==> config.mk <==
export PLATFORM = sky130hd
export DESIGN_NAME = gfx256_rd_arbiter
export DESIGN_NICKNAME = d
export VERILOG_FILES = /design/src/rtl/gfx256_pkg.sv /design/src/rtl/gfx256_rr_pick.sv /design/src/rtl/gfx256_rd_arbiter.sv
export SDC_FILE = /design/constraint.sdc
export NUM_CORES = 1
export LEC_CHECK = 0
export CORE_AREA = 2 2 309 311
export DETAILED_ROUTE_END_ITERATION = 7
export DIE_AREA = 0 0 311 313
export DONT_BUFFER_PORTS = 1
export HOLD_SLACK_MARGIN = 0.15
export PLACE_DENSITY = 0.3
export SLEW_MARGIN = 40
export SYNTH_ARGS = -nofsm -noshare
export SYNTH_HDL_FRONTEND = slang
export SYNTH_SLANG_ARGS = --single-unit
==> constraint.sdc <==
create_clock -name clk_i -period 3.8 [get_ports clk_i]
set_input_delay 0.76 -clock clk_i [delete_from_list [all_inputs] [get_ports clk_i]]
set_output_delay 0.76 -clock clk_i [all_outputs]
set_load 0.005 [all_outputs]
==> src/rtl/gfx256_pkg.sv <==
// gfx256_pkg: shared state encoding and requester indices for the gfx256 read arbiter
package gfx256_pkg;
    typedef enum logic [2:0] {IDLE, HITCHK, ISSUE, WAIT, RESP} rdarb_state_e;
    localparam int RDARB_REQ_Z     = 0;
    localparam int RDARB_REQ_TEX   = 1;
    localparam int RDARB_REQ_BLEND = 2;
endpackage

==> src/rtl/gfx256_rr_pick.sv <==
// gfx256_rr_pick: combinational round-robin picker, search starts just after the last grant
module gfx256_rr_pick #(
    parameter int NREQ = 3,
    parameter int IW   = (NREQ > 1) ? $clog2(NREQ) : 1
) (
    input  logic [NREQ-1:0] req_i,
    input  logic [IW-1:0]   ptr_i,
    output logic [NREQ-1:0] gnt_o,
    output logic [IW-1:0]   idx_o,
    output logic            any_o
);
    logic [IW-1:0] j;
    // Walk from farthest to nearest candidate so the nearest one after ptr wins
    always_comb begin
        gnt_o = '0;
        idx_o = '0;
        any_o = 1'b0;
        j     = '0;
        for (int k = NREQ; k >= 1; k--) begin
            j = IW'((int'(ptr_i) + k) % NREQ);
            if (req_i[j]) begin
                gnt_o    = '0;
                gnt_o[j] = 1'b1;
                idx_o    = j;
                any_o    = 1'b1;
            end
        end
    end
endmodule

==> src/rtl/gfx256_rd_arbiter.sv <==
// gfx256_rd_arbiter: round-robin share of the wbm read port between 256-bit line requesters.
// Define GFX256_RDARB_LINEBUF_EN to add a one-line read buffer invalidated by snoop/flush.
module gfx256_rd_arbiter
    import gfx256_pkg::*;
#(
    parameter int NREQ = 3
) (
    input  logic                  clk_i,
    input  logic                  rst_ni,
    input  logic [NREQ-1:0]       req_i,
    input  logic [NREQ-1:0][26:0] addr_i,
    input  logic [NREQ-1:0][31:0] sel_i,
    output logic [NREQ-1:0]       ack_o,
    output logic [255:0]          data_o,
    output logic                  mem_request_o,
    output logic [26:0]           mem_addr_o,
    output logic [31:0]           mem_sel_o,
    input  logic                  mem_ack_i,
    input  logic [255:0]          mem_data_i,
    input  logic                  wbm_busy_i,
    input  logic                  snoop_valid_i,
    input  logic [26:0]           snoop_addr_i,
    input  logic                  flush_i
);
    localparam int IW = (NREQ > 1) ? $clog2(NREQ) : 1;
    localparam logic [IW-1:0] PTR_RST = IW'(NREQ - 1);

    rdarb_state_e    state_q;
    logic [IW-1:0]   ptr_q;
    logic [IW-1:0]   gidx_q;
    logic [NREQ-1:0] gnt_q;
    logic [NREQ-1:0] ack_q;
    logic [255:0]    data_q;
    logic            mreq_q;
    logic [26:0]     maddr_q;
    logic [31:0]     msel_q;
    logic [NREQ-1:0] pick_gnt;
    logic [IW-1:0]   pick_idx;
    logic            pick_any;
    logic            hit;
    logic            fill;
    logic [255:0]    lb_data;

    gfx256_rr_pick #(.NREQ(NREQ), .IW(IW)) u_pick (
        .req_i (req_i),
        .ptr_i (ptr_q),
        .gnt_o (pick_gnt),
        .idx_o (pick_idx),
        .any_o (pick_any)
    );

    assign fill = (state_q == ISSUE || state_q == WAIT) && mreq_q && mem_ack_i;

`ifdef GFX256_RDARB_LINEBUF_EN
    logic         lb_valid_q;
    logic         lb_valid_d;
    logic [26:0]  lb_tag_q;
    logic [255:0] lb_data_q;
    logic         kill_req;
    logic         kill_tag;

    assign kill_req = flush_i || (snoop_valid_i && snoop_addr_i == maddr_q);
    assign kill_tag = flush_i || (snoop_valid_i && snoop_addr_i == lb_tag_q);
    assign hit      = lb_valid_q && lb_tag_q == maddr_q && !kill_req;
    assign lb_data  = lb_data_q;

    // A fill that collides with a write to its own line is returned but not kept
    always_comb lb_valid_d = fill ? !kill_req : lb_valid_q && !kill_tag;

    // Line buffer storage, loaded on every bus fill
    always_ff @(posedge clk_i or negedge rst_ni) begin
        if (!rst_ni) begin
            lb_valid_q <= 1'b0;
            lb_tag_q   <= '0;
            lb_data_q  <= '0;
        end else begin
            lb_valid_q <= lb_valid_d;
            if (fill) begin
                lb_tag_q  <= maddr_q;
                lb_data_q <= mem_data_i;
            end
        end
    end
`else
    logic unused_snoop;

    assign unused_snoop = ^{snoop_valid_i, snoop_addr_i, flush_i};
    assign hit          = 1'b0;
    assign lb_data      = '0;
`endif

    // Arbitration, bus handshake and all registered outputs
    always_ff @(posedge clk_i or negedge rst_ni) begin
        if (!rst_ni) begin
            state_q <= IDLE;
            ptr_q   <= PTR_RST;
            gidx_q  <= '0;
            gnt_q   <= '0;
            ack_q   <= '0;
            data_q  <= '0;
            mreq_q  <= 1'b0;
            maddr_q <= '0;
            msel_q  <= '0;
        end else begin
            ack_q  <= '0;
            data_q <= '0;
            case (state_q)
                IDLE: begin
                    if (pick_any) begin
                        gnt_q   <= pick_gnt;
                        gidx_q  <= pick_idx;
                        maddr_q <= addr_i[pick_idx];
                        msel_q  <= sel_i[pick_idx];
                        state_q <= HITCHK;
                    end
                end
                HITCHK: begin
                    if (hit) begin
                        ack_q   <= gnt_q;
                        data_q  <= lb_data;
                        state_q <= RESP;
                    end else begin
                        mreq_q  <= !wbm_busy_i;
                        state_q <= ISSUE;
                    end
                end
                ISSUE, WAIT: begin
                    if (fill) begin
                        ack_q   <= gnt_q;
                        data_q  <= mem_data_i;
                        mreq_q  <= 1'b0;
                        state_q <= RESP;
                    end else if (mreq_q) begin
                        state_q <= WAIT;
                    end else begin
                        mreq_q <= !wbm_busy_i;
                    end
                end
                RESP: begin
                    ptr_q   <= gidx_q;
                    maddr_q <= '0;
                    msel_q  <= '0;
                    state_q <= IDLE;
                end
                default: state_q <= IDLE;
            endcase
        end
    end

    assign ack_o         = ack_q;
    assign data_o        = data_q;
    assign mem_request_o = mreq_q;
    assign mem_addr_o    = maddr_q;
    assign mem_sel_o     = msel_q;
endmodule

# Yosys cells after proc, flatten, opt, wreduce, memory -nomap -nowiden
# Cells that the tools add are included.
dict set report totals {
  regBits 329
  input_bits 469
  output_inout_bits 319
  wordCells 82
}
dict set report op_classes {
  add_sub_neg 3
  n_div 3
  n_lt_le_gt_ge 7
  n_eq_ne 6
  muxes 40
  n_reduce_logical 14
}
# op n
set ops {}
lappend ops {{$mux 256} 2}
lappend ops {{$mod 32x3->32 const B} 3}
lappend ops {{$bmux 32 s2} 1}
lappend ops {{$mux 32} 2}
lappend ops {{$pmux 32 s2} 1}
lappend ops {{$bmux 27 s2} 1}
lappend ops {{$mux 27} 2}
lappend ops {{$pmux 27 s2} 1}
lappend ops {{$mux 3} 8}
lappend ops {{$lt 2x3->1 const B} 4}
lappend ops {{$mux 1} 11}
lappend ops {{$pmux 3 s3} 1}
lappend ops {{$add 2x2->3 const B} 2}
lappend ops {{$bmux 1 s2} 3}
lappend ops {{$demux 1 s2} 3}
lappend ops {{$eq 3x2->1 const B} 2}
lappend ops {{$ge 2x1->1 const B} 3}
lappend ops {{$mux 2} 3}
lappend ops {{$reduce_and 2->1} 3}
lappend ops {{$logic_and 1x1->1} 5}
lappend ops {{$reduce_bool 2->1} 2}
lappend ops {{$add 2x1->3 const B} 1}
lappend ops {{$eq 3x1->1 const B} 1}
lappend ops {{$eq 3x3->1 const B} 1}
lappend ops {{other kinds (7)} 7}

# Logic depth before layout (Yosys ltp)
dict set report depth {
  word_depth 11
  ltp_mapped 12
  depth_no_buf 8
}

# Hierarchy
# A second synthesis with hierarchy kept.
dict set report unflattened {
  cells_unflattened 895
  hier_area_um2 12089.1
}
# mod n_inst cells_per_inst area_each_um2 seq_area_each_um2
set by_module_without_submodules {}
lappend by_module_without_submodules {gfx256_rd_arbiter 1 854 11793.8 8234.1}
lappend by_module_without_submodules {gfx256_rr_pick 1 41 295.3 0.0}

# Worst setup path after synthesis
# OpenSTA, ideal clock, no wires.
dict set report synth_path {
  path_type {flip-flop to flip-flop}
  from {reg ptr_q[1]}
  to {reg maddr_q[16] (netlist: mem_addr_o[16])}
  setup_time_ns 0.132
  arrival_time_ns 2.303
  required_ns 3.668
  slack_ns 1.365
  path_stages_with_launch 11
  n_path_buf 3
  period_less_slack_ns 2.435
  path_cell_list {dfstp_2 > ha_1 > buf_4 > nor2b_1 > a2bb2oi_2 > or2_2 > nand2_1 > buf_4 > buf_6 > mux2i_1 > o221ai_2}
}
dict set report synth_via {
  elab_chain_cells 11
  word_cells_on_any_way 24
  cone_classes {3 x add/sub; 3 x div; 1 x eq/ne; 16 x mux; 1 x reduce/logical}
}
# element line
set synth_rtl {}
lappend synth_rtl {{from (decl)} gfx256_rd_arbiter.sv:29} ;# logic [IW-1:0] ptr_q;
lappend synth_rtl {{from (signal assigned)} gfx256_rd_arbiter.sv:140} ;# ptr_q <= gidx_q;
lappend synth_rtl {{$add 2x2->3} gfx256_rr_pick.sv:20} ;# j = IW'((int'(ptr_i) + k) % NREQ);
lappend synth_rtl {{$mod 32x3->32} gfx256_rr_pick.sv:20}
lappend synth_rtl {{$bmux 1 s2} gfx256_rr_pick.sv:21} ;# if (req_i[j]) begin
lappend synth_rtl {{$mux 1 (implied by the code)} gfx256_rr_pick.sv:21}
lappend synth_rtl {{$mux 2 (3 in series)} gfx256_rr_pick.sv:21}
lappend synth_rtl {{$bmux 27 s2} gfx256_rd_arbiter.sv:112} ;# maddr_q <= addr_i[pick_idx];
lappend synth_rtl {{$mux 27 (implied by the code)} gfx256_rd_arbiter.sv:112}
lappend synth_rtl {{$mux 27} gfx256_rd_arbiter.sv:109} ;# if (pick_any) begin
lappend synth_rtl {{$pmux 27 s2} gfx256_rd_arbiter.sv:107} ;# case (state_q)
lappend synth_rtl {{to (signal assigned)} gfx256_rd_arbiter.sv:112}
lappend synth_rtl {{to (decl)} gfx256_rd_arbiter.sv:35} ;# logic [26:0] maddr_q;
# Several ways; a longest one is shown, not always the timed one. The select of a mux whose other input is x is not followed.
# A chain may end at the register's enable or synchronous reset.

# Worst setup path in the final report
dict set report layout_path {
  from {reg ptr_q[0]}
  to {reg maddr_q[6] (netlist: mem_addr_o[6])}
}
# Same word-level chain as after synthesis.

==> results.cfg <==
[outcome]
outcome = complete, but fails checks
violations = hold timing

[clocking]
cts-htree-levels = 2
ctsResizeCount = 0
root_buffer = clkbuf_16
cts_inserted_buffers = 40
clockBufferDepth = 3
cts_setup_buffers = 0
path_clk_slew_ns = 0.06
cts.sink_count = 328
clock_latency_ns = 0.57
cts_tree = built

[placed_design]
placed_area_um2 = 13730
portBuffers = 0
pre_cts_slack_ns = 0.8219
dp_hpwl_um = 30740
place_congestion = 0.7604

[global_route]
grt_pass1_wl_um = 58810
antenna_found_initial = 12
grt_pass1_vias = 8086
track_usage_pct = 8.237
grt_overflow = 0
grt_max_degree = 329

[sta]
min_period_ns = 2.941
fin_tns_setup_ns = 0
setup_viol = 0
fin_skew_ns = 0.01087
hold_ws_ns = -0.1065
max_freq_ghz = 0.3400
relSlewSlack_pct = 44.67
fin_crit_sh_pct = 77.39
slew_viol_final = 0
tightestPinTransition_ns = 0.8299
rsz0062_at_grt = no
setup_slack_ns = 0.8591
hold_viol = 229

[critical_path]
cp-end-kind = flip-flop
worstPathMaxFanout = 59
critPathArrivalTime_ns = 3.37
required_ns = 4.23
path_class = flip-flop to flip-flop
start_kind = flip-flop

[min_path]
min_path_type = input port to async pin

[detailed_routing]
dr.pass1.iters = 4
ant_nets = 0
topRoutingLayerUsed = met5
wl_met1_um = 14080
drcViolationCount = 0
wl_um = 42110
via_per_inst = 3.241
vias = 7272
wl_met3_um = 4644
route.met2.wl_um = 22110
drtIter0Drc = 346
wl_per_cell_um = 18.76

[synthesis]
synthFlopType = dfrtp_1
yosys-top-cells-count = dfrtp_1, and2_1, nand2_1, mux2i_1, o221ai_1
netlist_instances = 954
synth_cell_types = 39
netlist.area_leader.share_pct = 66.97
async_flop_share_pct = 100.0
synth_most_common_cell = dfrtp_1
ys_warn_count = 0
synth_area_um2 = 12220
ys_top_cells_by_area = dfrtp_1, and2_1, mux2i_1
ys_ff_latch = 328
syn_nets = 1427
yosysSeqAreaShare_pct = 67.18
synth_edf_count = 0
yosys.area.top_type = dfrtp_1
syn_area_per_cell_um2 = 12.81

[die]
die_y_um = 313
die_area_um2 = 97340
io_pins = 788
die_width_um = 311
start_util_pct = 12.98
core_area_um2 = 94160
rows = 113

[layout]
nets = 1421
drive_gt1_share_pct = 10.46
register_area_um2 = 8209
syn_to_final_growth_pct = 23.62
utilization_pct = 16.04
multiInputGateArea_um2 = 3755
num-fill-cells = 10480
finish.instance_area_um2 = 15110

[run]
drv_cap = 0

[power]
leakagePower_nw = 6.954
power_density_nw_per_um2 = 799.7
vdd_drop_max_v = 0.0007968
power_mw = 12.08
power by group:
part           internal (mW)  total, mW  switching [mW]
clock network           2.42       3.99            1.57
registers               4.27       4.90           0.629
logic                   1.33       3.19            1.86
total                   8.02       12.1            4.06
cell families (layout without fill, tap and decap cells):
family	Yosys count	after routing	synth area share, %
compound gates	78	78	5.795
mux	67	67	5.550
fa+ha+maj	4	4	0.4096
buf+inv	64	85	2.376
flops	328	328	67.18
other cells	0	4	0
simple gates	413	413	18.69
metrics by stage:
stage,std cells,hold WS [ns]
4_1_cts,2240,-0.1777
6_report,2244,-0.1065
3_3_place_gp,2171,0.4723
5_1_grt,2242,-0.1725
2_1_floorplan,954,0.4418
3_5_place_dp,2171,0.4641
per-layer routing:
layer / GRT usage, % / vias to the layer above
li1: - / 3127
met1: 8.238 / 3657
met5: 0 / -
met2: 14.48 / 401
met4: 3.074 / 10
met3: 4.327 / 77
path summary, 6_finish.rpt:
path	from	endpoint	slack, ns	cells past startpoint
worst max-delay path	ptr_q[0]$_DFFE_PN0P_	mem_addr_o[6]$_DFFE_PN0P_	0.86	9
worst min-delay path	rst_ni	data_o[181]$_DFF_PN0_	-0.11	0
worst max register to register	ptr_q[0]$_DFFE_PN0P_	mem_addr_o[6]$_DFFE_PN0P_	0.86	9
worst min register to register	gidx_q[1]$_DFFE_PN0P_	gidx_q[1]$_DFFE_PN0P_	0.48	2
max in group asynchronous	rst_ni	mem_sel_o[13]$_DFFE_PN0P_	3.34	0
min in group clk_i	mem_data_i[24]	data_o[24]$_DFF_PN0_	0.32	1
sequential cells by signal, indices dropped and copies added (netlist names):
register       count
ack_o              3
mem_request_o      1
gnt_q              2
state_q            3
mem_sel_o         32
data_o           256
gidx_q             2
mem_addr_o        27
ptr_q              2
final cells by class:
type	count	area share, %
antenna	4	0.06626
clock buffer	51	7.372
clock inverter	18	1.640
inverter	2	0.04970
multi-input combinational	562	24.86
sequential	328	54.34
tap	1265	10.48
timing repair buffer	14	1.193
critical path, stage by stage, from the launching register on:
cell	delay, ns
dfrtp_1	0.39
inv_1	0.07
ha_1	0.49
mux2i_1	0.33
a2bb2oi_2	0.29
o211ai_1	0.20
nand2_4	0.12
buf_12	0.31
mux2i_1	0.35
o221ai_1	0.14
cell usage in the layout (no fill, tap or decap), drive strengths merged, types with 5 or more instances in the layout:
master | Yosys | layout
nand2 | 129 | 129
buf | 17 | 14
bufinv | 0 | 5
clkbuf | 45 | 51
mux2i | 64 | 64
clkinv | 0 | 8
nor2 | 5 | 5
dfrtp | 327 | 327
o21ai | 8 | 8
and2 | 259 | 259
o221ai | 59 | 59
No activity file was read; power rests on OpenSTA's default activity.
